## config.mk

```make
export PLATFORM = sky130hd
export DESIGN_NAME = enemy_motion_ctrl
export DESIGN_NICKNAME = d
export VERILOG_FILES = /design/src/rtl/game_pkg.sv /design/src/rtl/frame_step_div.sv /design/src/rtl/enemy_motion_ctrl.sv
export SDC_FILE = /design/constraint.sdc
export NUM_CORES = 1
export LEC_CHECK = 0
export CAP_MARGIN = 20
export CORE_ASPECT_RATIO = 0.75
export CORE_UTILIZATION = 55
export CTS_CLUSTER_SIZE = 24
export DETAILED_ROUTE_END_ITERATION = 8
export GPL_ROUTABILITY_DRIVEN = 0
export PLACE_DENSITY = 0.82
export SETUP_SLACK_MARGIN = 0.2
export SYNTH_ARGS = -nofsm -noshare
export SYNTH_HDL_FRONTEND = slang
export SYNTH_SLANG_ARGS = --single-unit
```

## constraint.sdc

```tcl
create_clock -name clk -period 5 [get_ports clk]
set_input_delay 1 -clock clk [delete_from_list [all_inputs] [get_ports clk]]
set_output_delay 1 -clock clk [all_outputs]
set_load 0.03 [all_outputs]
```

## src/rtl/game_pkg.sv

```systemverilog
// Shared game types and screen constants for the sprite pipeline.
package game_pkg;

    typedef enum logic [1:0] {
        MARCH,
        DROP,
        LANDED
    } motion_state_t;

    localparam int SCREEN_W     = 640;
    localparam int SCREEN_H     = 480;
    localparam int SPRITE_SCALE = 2;
    localparam int SPRITE_PX    = 8 * SPRITE_SCALE;
    localparam int COORD_W      = 10;

endpackage

```

## src/rtl/frame_step_div.sv

```systemverilog
// Frame-tick divider: counts qualified ticks and fires step once per period.
module frame_step_div #(
    parameter int PER_W = 3
) (
    input  logic             clk,
    input  logic             reset,
    input  logic             tick,
    input  logic             run,
    input  logic [PER_W-1:0] period,
    output logic             step
);

    logic [PER_W-1:0] count;
    logic             wrap;

    assign wrap = (count == period - PER_W'(1));
    assign step = tick & run & wrap;

    always_ff @(posedge clk or posedge reset) begin
        if (reset) begin
            count <= '0;
        end else if (tick && run) begin
            count <= wrap ? '0 : count + PER_W'(1);
        end
    end

endmodule

```

## src/rtl/enemy_motion_ctrl.sv

```systemverilog
// Space-Invaders style enemy marcher feeding the sprite renderer position.
// Optional ENEMY_SPEEDUP_EN: step period shrinks by one frame per row drop.
module enemy_motion_ctrl
    import game_pkg::*;
#(
    parameter int X_START         = 16,
    parameter int Y_START         = 32,
    parameter int X_MIN           = 0,
    parameter int X_MAX           = 624,
    parameter int STEP_X          = 2,
    parameter int STEP_Y          = 16,
    parameter int FRAMES_PER_STEP = 4,
    parameter int Y_LIMIT         = 448
) (
    input  logic               clk,
    input  logic               reset,
    input  logic               frame_tick,
    input  logic               enable,
    input  logic               hit,
    output logic [COORD_W-1:0] pos_x,
    output logic [COORD_W-1:0] pos_y,
    output logic               alive,
    output logic               landed,
    output logic               dir_right,
    output logic               anim_frame
);

    localparam int PER_W = $clog2(FRAMES_PER_STEP + 1);

    localparam logic [COORD_W:0]   X_MAX_W      = (COORD_W+1)'(X_MAX);
    localparam logic [COORD_W:0]   LEFT_LIMIT_W = (COORD_W+1)'(X_MIN + STEP_X);
    localparam logic [COORD_W:0]   STEP_X_W     = (COORD_W+1)'(STEP_X);
    localparam logic [COORD_W:0]   STEP_Y_W     = (COORD_W+1)'(STEP_Y);
    localparam logic [COORD_W:0]   Y_LIMIT_W    = (COORD_W+1)'(Y_LIMIT);
    localparam logic [COORD_W-1:0] X_MAX_C      = COORD_W'(X_MAX);
    localparam logic [COORD_W-1:0] X_MIN_C      = COORD_W'(X_MIN);
    localparam logic [COORD_W-1:0] STEP_X_C     = COORD_W'(STEP_X);

    motion_state_t      state, state_nxt;
    logic [COORD_W-1:0] x_nxt, y_nxt;
    logic               alive_nxt, landed_nxt, dir_nxt, anim_nxt;
    logic [COORD_W:0]   sum_x, sum_y;
    logic [PER_W-1:0]   period;
    logic               run, hit_now, step;

    assign run     = enable & alive & (state != LANDED);
    assign hit_now = hit & alive & (state != LANDED);
    assign sum_x   = {1'b0, pos_x} + STEP_X_W;
    assign sum_y   = {1'b0, pos_y} + STEP_Y_W;

    frame_step_div #(
        .PER_W (PER_W)
    ) u_div (
        .clk    (clk),
        .reset  (reset),
        .tick   (frame_tick),
        .run    (run),
        .period (period),
        .step   (step)
    );

`ifdef ENEMY_SPEEDUP_EN
    always_ff @(posedge clk or posedge reset) begin
        if (reset) begin
            period <= PER_W'(FRAMES_PER_STEP);
        end else if (step && !hit_now && state == DROP && period > PER_W'(1)) begin
            period <= period - PER_W'(1);
        end
    end
`else
    assign period = PER_W'(FRAMES_PER_STEP);
`endif

    always_ff @(posedge clk or posedge reset) begin
        if (reset) begin
            state      <= MARCH;
            pos_x      <= COORD_W'(X_START);
            pos_y      <= COORD_W'(Y_START);
            alive      <= 1'b1;
            landed     <= 1'b0;
            dir_right  <= 1'b1;
            anim_frame <= 1'b0;
        end else begin
            state      <= state_nxt;
            pos_x      <= x_nxt;
            pos_y      <= y_nxt;
            alive      <= alive_nxt;
            landed     <= landed_nxt;
            dir_right  <= dir_nxt;
            anim_frame <= anim_nxt;
        end
    end

    // A hit in the same cycle as a step takes priority and suppresses motion.
    always_comb begin
        state_nxt  = state;
        x_nxt      = pos_x;
        y_nxt      = pos_y;
        alive_nxt  = alive;
        landed_nxt = landed;
        dir_nxt    = dir_right;
        anim_nxt   = anim_frame;
        if (hit_now) begin
            alive_nxt = 1'b0;
        end else if (step) begin
            case (state)
                MARCH: begin
                    anim_nxt = ~anim_frame;
                    if (dir_right) begin
                        if (sum_x >= X_MAX_W) begin
                            x_nxt     = X_MAX_C;
                            state_nxt = DROP;
                        end else begin
                            x_nxt = sum_x[COORD_W-1:0];
                        end
                    end else if ({1'b0, pos_x} <= LEFT_LIMIT_W) begin
                        x_nxt     = X_MIN_C;
                        state_nxt = DROP;
                    end else begin
                        x_nxt = pos_x - STEP_X_C;
                    end
                end
                DROP: begin
                    y_nxt = sum_y[COORD_W-1:0];
                    if (sum_y >= Y_LIMIT_W) begin
                        landed_nxt = 1'b1;
                        state_nxt  = LANDED;
                    end else begin
                        dir_nxt   = ~dir_right;
                        state_nxt = MARCH;
                    end
                end
                default: ;
            endcase
        end
    end

endmodule

```

# Yosys cells after proc, flatten, opt, wreduce, memory -nomap -nowiden
# Index checks and enable logic that the tools add are counted.
# classes
n_lt_le_gt_ge,3
muxes,9
eq_ne,5
n_reduce_logical,8
addsub,4
n_bitwise,10
# ops
cell,count
$mux W10,3
$add A10 B2 Y11 const B,1
$add A10 B5 Y11 const B,1
$ge A11 B10 Y1 const B,1
$ge A11 B9 Y1 const B,1
$le A10 B2 Y1 const B,1
$sub A10 B2 Y10 const B,1
$mux W2,4
$reduce_and A4 Y1,2
$and A1 B1 Y1,6
$ne A3 B3 Y1 const B,2
$reduce_and A3 Y1,2
$reduce_and A5 Y1,1
$not A1 Y1,4
$pmux W2 S2,1
$add A3 B1 Y3 const B,1
$eq A3 B2 Y1 const B,1
$mux W3,1
$eq A2 B1 Y1 const B,1
$logic_not A2 Y1,1
$ne A2 B2 Y1 const B,1
$reduce_bool A2 Y1,1
$logic_and A1 B1 Y1,1
# word_totals
in_bits,5
out_inout_bits,24
word_cells,47
reg_bits,29

# Depth between registers and ports, before layout
# Gate-level depths: netlist (run 1).
# depth
ltp_word,5
depth_mapped,9
mapped_depth_nobuf,7

# Hierarchy
# From an unflattened synthesis (run 1), not the netlist that was laid out.
# unflattened
cells_unflattened,187
hier_area_um2,1767.9
# by_module_without_submodules
mod,cells_each,seq_area_each_um2,instances,area_each_um2
enemy_motion_ctrl,164,530.5,1,1535.2
frame_step_div,23,75.1,1,232.7

# Worst setup path before layout (run 1)
# No wires, ideal clock.
# synth_timing
path_kind,input to register
start,input frame_tick
end,register pos_x[4]
path_buffers,1
required_time_ns,4.905
arrival_ns,2.216
slack_ns,2.689
cell_stages,6
setup_ns,0.095
cell_sequence,nand3_1 -> a2111oi_1 -> nand2_1 -> buf_2 -> a2111oi_0 -> a311oi_1
# synth_between
elab_chain_cells,3
# synth_rtl
element,line_no,text
from (decl),enemy_motion_ctrl.sv:17,"input logic frame_tick,"
$and A1 B1 Y1 (2 in a row),frame_step_div.sv:17,assign step = tick & run & wrap;
$reduce_and A3 Y1 (no line),--,
to (signal assigned),enemy_motion_ctrl.sv:77,pos_x <= COORD_W'(X_START);
to (signal assigned),enemy_motion_ctrl.sv:85,pos_x <= x_nxt;
to (decl),enemy_motion_ctrl.sv:20,"output logic [COORD_W-1:0] pos_x,"
# No other way between the ends.
# A chain may end at the register's enable or synchronous reset.

# Final worst setup path (run 1)
# layout_timing
start,input frame_tick
end,register pos_x[5]
# Same word-level chain as after synthesis.

==> results of run 1 <==
## cells in the final DEF (no fill, tap or decap), drive strengths merged, types with 5 or more instances in the layout
cell and n:
o21ai 8, nand3 10, clkdlybuf4s50 23, dfrtp 20, inv 14, conb 5, nand2 21, ha 6
nor2 8, xnor2 7
## area by class of cell
type	count	area, um2
Timing Repair Buffer	23	230
Clock buffer	4	55.1
Multi-Input combinational cell	153	1050
Sequential cell	24	606
Tap cell	38	47.5
Inverter	14	52.6
Fill cell	254	1000
## per-stage QoR
stage | area (um2) | setup slack, ns
floorplan | 1830 | 2.69
global placement | 1980 | 1.89
detailed placement | 1980 | 1.78
CTS | 2040 | 2.08
global route | 2040 | 1.90
finish | 2040 | 2.05
## how the worst min path moves through the flow
stage	start	end	slack (ns)	depth (start not counted)
2_1_floorplan	u_div.count[0]	u_div.count[0]	0.46	1
3_3_place_gp	landed	landed	0.46	1
3_5_place_dp	anim_frame	anim_frame	0.47	1
4_1_cts	anim_frame	anim_frame	0.50	1
5_1_grt	anim_frame	anim_frame	0.51	1
6_report	anim_frame	anim_frame	0.49	1
## power groups by stage
| stage | logic, uW | clock network (uW) | registers [uW] |
|---|---|---|---|
| global placement | 12.1 | 0 | 198 |
| global route | 13.5 | 142 | 194 |
| floorplan | 10.8 | 0 | 198 |
| CTS | 12.2 | 134 | 194 |
| finish | 11.9 | 133 | 194 |
| detailed placement | 12.2 | 0 | 198 |
## kinds of logic (layout without fill, tap and decap cells)
logic type	count (synthesis)	in the layout
other cells	1	5
compound gates	63	63
mux	2	2
buf+inv	34	41
xor+xnor	9	9
flops	24	24
fa+ha+maj	6	6
simple gates	68	68
## registers in the layout (all words and copies together), names as in the netlist
name / flops
pos_x: 9
pos_y: 6
state: 2
alive: 1
landed: 1
anim_frame: 1
u_div.count: 3
dir_right: 1
## worst max-delay path: cells and delay by family
| family | cells | cell delay, ns |
|---|---|---|
| buf+inv | 1 | 0.46 |
| simple gates | 2 | 0.48 |
| compound gates | 3 | 1.17 |
## per-layer routing
layer  GRT usage [%]  share of wire, %  vias to the layer above  wire (um)
li1                -                 -                      790          -
met1            42.7                45                      822       2020
met2            39.5                44                      119       1970
met3            4.61               9.6                       12        428
met4            7.99              0.90                        0         40
met5               0                 0                        -          0
==> reports/qor.txt, run 1 <==
#FFs+latches synth: 24
LEAKAGE: 0.000770 uW
post-synthesis sequential area ratio: 33.4%
Yosys top cell area share: 27.6%
Critical R2R Launch: pos_x[1]
CP Launch Type: input pin
Synth Area in Compound Gates: 27.2%
Tcrit/Tclk final: 59.0%
Total GRT Usage: 27.8%
vias in the first global route: 1520
Ports: 29
critical path's slowest cell: a2111oi_1
Final Non-Filler Cells: 256
CP max stage delay: 0.52 ns
Port Buf Inserts: 23
WS Path Type: in2reg
Skew-Pair Late Insertion Delay: 0.27 ns
Setup Skew: 0.0153 ns
Flop pwr share: 57.3%
CTS tree: built
CP Data Required Time: 5.17 ns
WP data arrival: 3.12 ns
mux cell area share after synthesis: 1.11%
vias: 1743
Commonest cells post-synth: 21 x nand2_1, 20 x dfrtp_1, 14 x inv_1
number of clock sinks: 24
switching share of total power: 21.1%
Power Dens Cells: 166 mW/mm2
drt pass-1 iters: 5
Most used DFF post-synth: dfrtp_1
Final Hold Viols: 0
antenna-violating nets left: 0
Starting Density: 59.5%
post-synth top area cell: dfrtp_1
crit path cell chain: clkdlybuf4s50_1 -> nand3_1 -> a2111oi_1 -> nand2_1 -> a221o_1 -> a211o_1
fraction of registers with async set/reset: 100%
crit path capture: pos_x[5]
Post-route DRC: 0
routed len/inst: 17.4 um
Hold WC Path Type: reg2reg
outcome: completed
NetSw: 71.5 uW
nets@finish: 230
Post-CTS Hold Buffers: 0
Max transition margin: 40.1%
R2R Path End: pos_x[4]
Internal: 267 uW
Reg2Reg Depth: 6
Crit. End Element: flop
post-layout util: 67.0%
f_max: 0.339 GHz
synthesis-to-layout area growth: 12.5%
Die W: 68.3 um
Root Driver: clkbuf_8
adder-cell share of the synthesized area: 4.15%
top-count cell post-synth: nand2_1
row count: 17
post-synthesis simple-gate area fraction: 19.9%
Cell variety after synth: 62
flop-to-flop setup slack: 2.57 ns
Post-CTS Resized: 0
first-pass GRT wire length: 7300 um
vias per cell: 6.81
ANT cells: 0
placed cell count: 252
max_cap viols: 0
final setup TNS: 0 ns
Die H: 51.7 um
fraction of layout cells with a size suffix above 1: 7.80%
largest net degree at the start of global routing: 25
Yosys warnings: 0
initial antenna violation count: 0
Clk pwr share: 39.2%
initial drt markers: 309
Critical path origin: frame_tick
synth top area cells: dfrtp_1 28%, dfstp_2 5.8%, nand2_1 4.4%
fin. max-slew vios: 0
RSZ-0062 raised after global routing: false
Final setup violation count: 0
final hold slack: 0.493 ns
Worst Tran Pin Value: 0.898 ns
GRT overflow: 0
Worst VDD drop: 0.000166 V
combinational power share: 3.5%
Synth Area in XOR/XNOR: 4.35%
Overall Power: 339 uW
largest family of logic cells by synthesized area: compound AO/OA/AOI/OAI gates
Post-synth EDFFs: 0
cts bufs inserted: 3
syn_area_per_cell: 8.75 um2
die area: 0.00353 mm2
H-tree depth: 1
Core Region: 0.00304 mm2
clock slew at reported path FFs: 0.09 ns
synthesized area: 0.00181 mm2
CTS Buffer Depth: 2
Syn Inst Count: 207
Final Critical Period: 2.95 ns
total wire length: 4460 um
CP max FO: 11
Setup Buffers After CTS: 0
placed wire-length estimate: 3090 um
Power figures use the tool's default switching activity.
==> inputs of run 2 (changes only) <==
Settings changed: CORE_UTILIZATION 55 to 48, PLACE_DENSITY 0.82 to 0.76.
Clock period 5 ns to 2.5 ns, I/O delays scaled along.
==> run 2 against run 1 <==
  * Die area is 14% higher
  * Clock power is 99% higher
  * Flip-flop and latch count is the same
  * Largest power group unchanged
  * Register-to-register slack lost 2.2 ns
  * Critical path type is now reg2out
==> reports/qor.txt, run 2 (synthesis results as in run 1) <==
antenna-violating nets left: 0
initial antenna violation count: 0
drt pass-1 iters: 4
initial drt markers: 211
final hold slack: 0.480 ns
post-layout util: 64.7%
Starting Density: 52.5%
Setup Buffers After CTS: 0
Max transition margin: 65.3%
Core Region: 0.00345 mm2
fin. max-slew vios: 0
vias per cell: 6.00
# fillers: 304
number of clock sinks: 24
routed len/inst: 15.8 um
Tcrit/Tclk final: 89.1%
Crit path max-delay family: flip-flops
Skew-Pair Late Insertion Delay: 0.27 ns
vias: 1747
dpl ws: -0.0249 ns
max reg flops: 9
placed wire-length estimate: 3350 um
clock slew at reported path FFs: 0.08 ns
first-pass GRT wire length: 7110 um
Ports: 29
Final Critical Period: 2.23 ns
leading cell types in the layout, fill and taps excluded: 23 x clkdlybuf4s50_1, 23 x buf_4, 21 x nand2_1, 19 x dfrtp_1, 14 x inv_1
Port Buf Inserts: 23
synthesis-to-layout area growth: 23.2%
fraction of layout cells with a size suffix above 1: 17.4%
Final setup violation count: 0
Biggest register: pos_x
GR Layer Usage met2: 35.2%
H-tree depth: 1
Worst Tran Pin Value: 0.519 ns
vias in the first global route: 1445
largest registers: pos_x x9, pos_y x6, u_div.count x3
WP data arrival: 1.73 ns
Post-route DRC: 0
WS Path Type: reg2out
largest net degree at the start of global routing: 25
nets@finish: 253
outcome: completed
M1 GR Usage: 35.8%
max_cap viols: 0
total wire length: 4590 um
die area: 0.00402 mm2
Worst VDD drop: 0.000403 V
worst path buffer plus inverter count: 1
cts bufs inserted: 3
crit path cell chain: clkdlybuf4s50_1
RSZ-0062 raised after global routing: true
ANT cells: 0
GRT overflow: 0
Crit. End Element: output port
Total GRT Usage: 23.7%
CP max FO: 15
Die W: 72.9 um
critical path's slowest cell: dfstp_2
GR Layer Usage met3: 4.89%
Hold WC Path Type: reg2reg
Final Hold Viols: 0
CTS tree: built
Setup Skew: 0.00165 ns
row count: 18
CTS Buffer Depth: 2
Final Non-Filler Cells: 291
placed cell count: 287
LEAKAGE: 0.000880 uW
CP Data Required Time: 2.00 ns
worst setup margin: 0.272 ns
f_max: 0.449 GHz
Die H: 55.2 um
final setup TNS: 0 ns
CP Launch Type: flop
GR peak layer: met1
CP max stage delay: 0.73 ns
Power Dens Cells: 304 mW/mm2
Root Driver: clkbuf_8
run 2: final timing paths:
check / slack (ns) / startpoint / end / cells after the start
max: 0.27 / dir_right / dir_right / 1
max reg2reg: 0.33 / pos_x[1] / pos_x[7] / 7
min in group asynchronous: 0.56 / reset / pos_y[6] / 3
max in group asynchronous: 1.65 / reset / alive / 3
min: 0.48 / anim_frame / anim_frame / 1
min reg2reg: 0.48 / anim_frame / anim_frame / 1
run 2: per-layer routing:
metal	wire length, um	part of all wire, %
met1	2250	49
met2	1940	42
met3	391	8.5
met4	10	0.22
met5	0	0
run 2: layout make-up:
| type | count | area (um2) | share of cell area [%] |
|---|---|---|---|
| tap | 50 | 62.6 | 2.80 |
| clock buffer | 4 | 55.1 | 2.47 |
| multi-input combinational | 153 | 1050 | 47.1 |
| timing repair buffer | 46 | 403 | 18.1 |
| sequential | 24 | 607 | 27.2 |
| inverter | 14 | 52.6 | 2.36 |
run 2: timing repair:
action                     CTS  global route
hold endpoints to repair     0             0
hold buffers                 0             0
setup endpoints to repair    0             6
gates resized for setup      0             2
run 2: through the flow:
| stage | area, um2 | total power, uW |
|---|---|---|
| floorplan | 1830 | 417 |
| CTS | 2220 | 689 |
| global route | 2230 | 704 |
| global placement | 2170 | 421 |
| finish | 2230 | 678 |
| detailed placement | 2170 | 421 |
run 2: report_power, final:
group,switching [uW],internal [uW]
clock,124,141
sequential,0,388
combinational,18.6,6.66
total,143,535
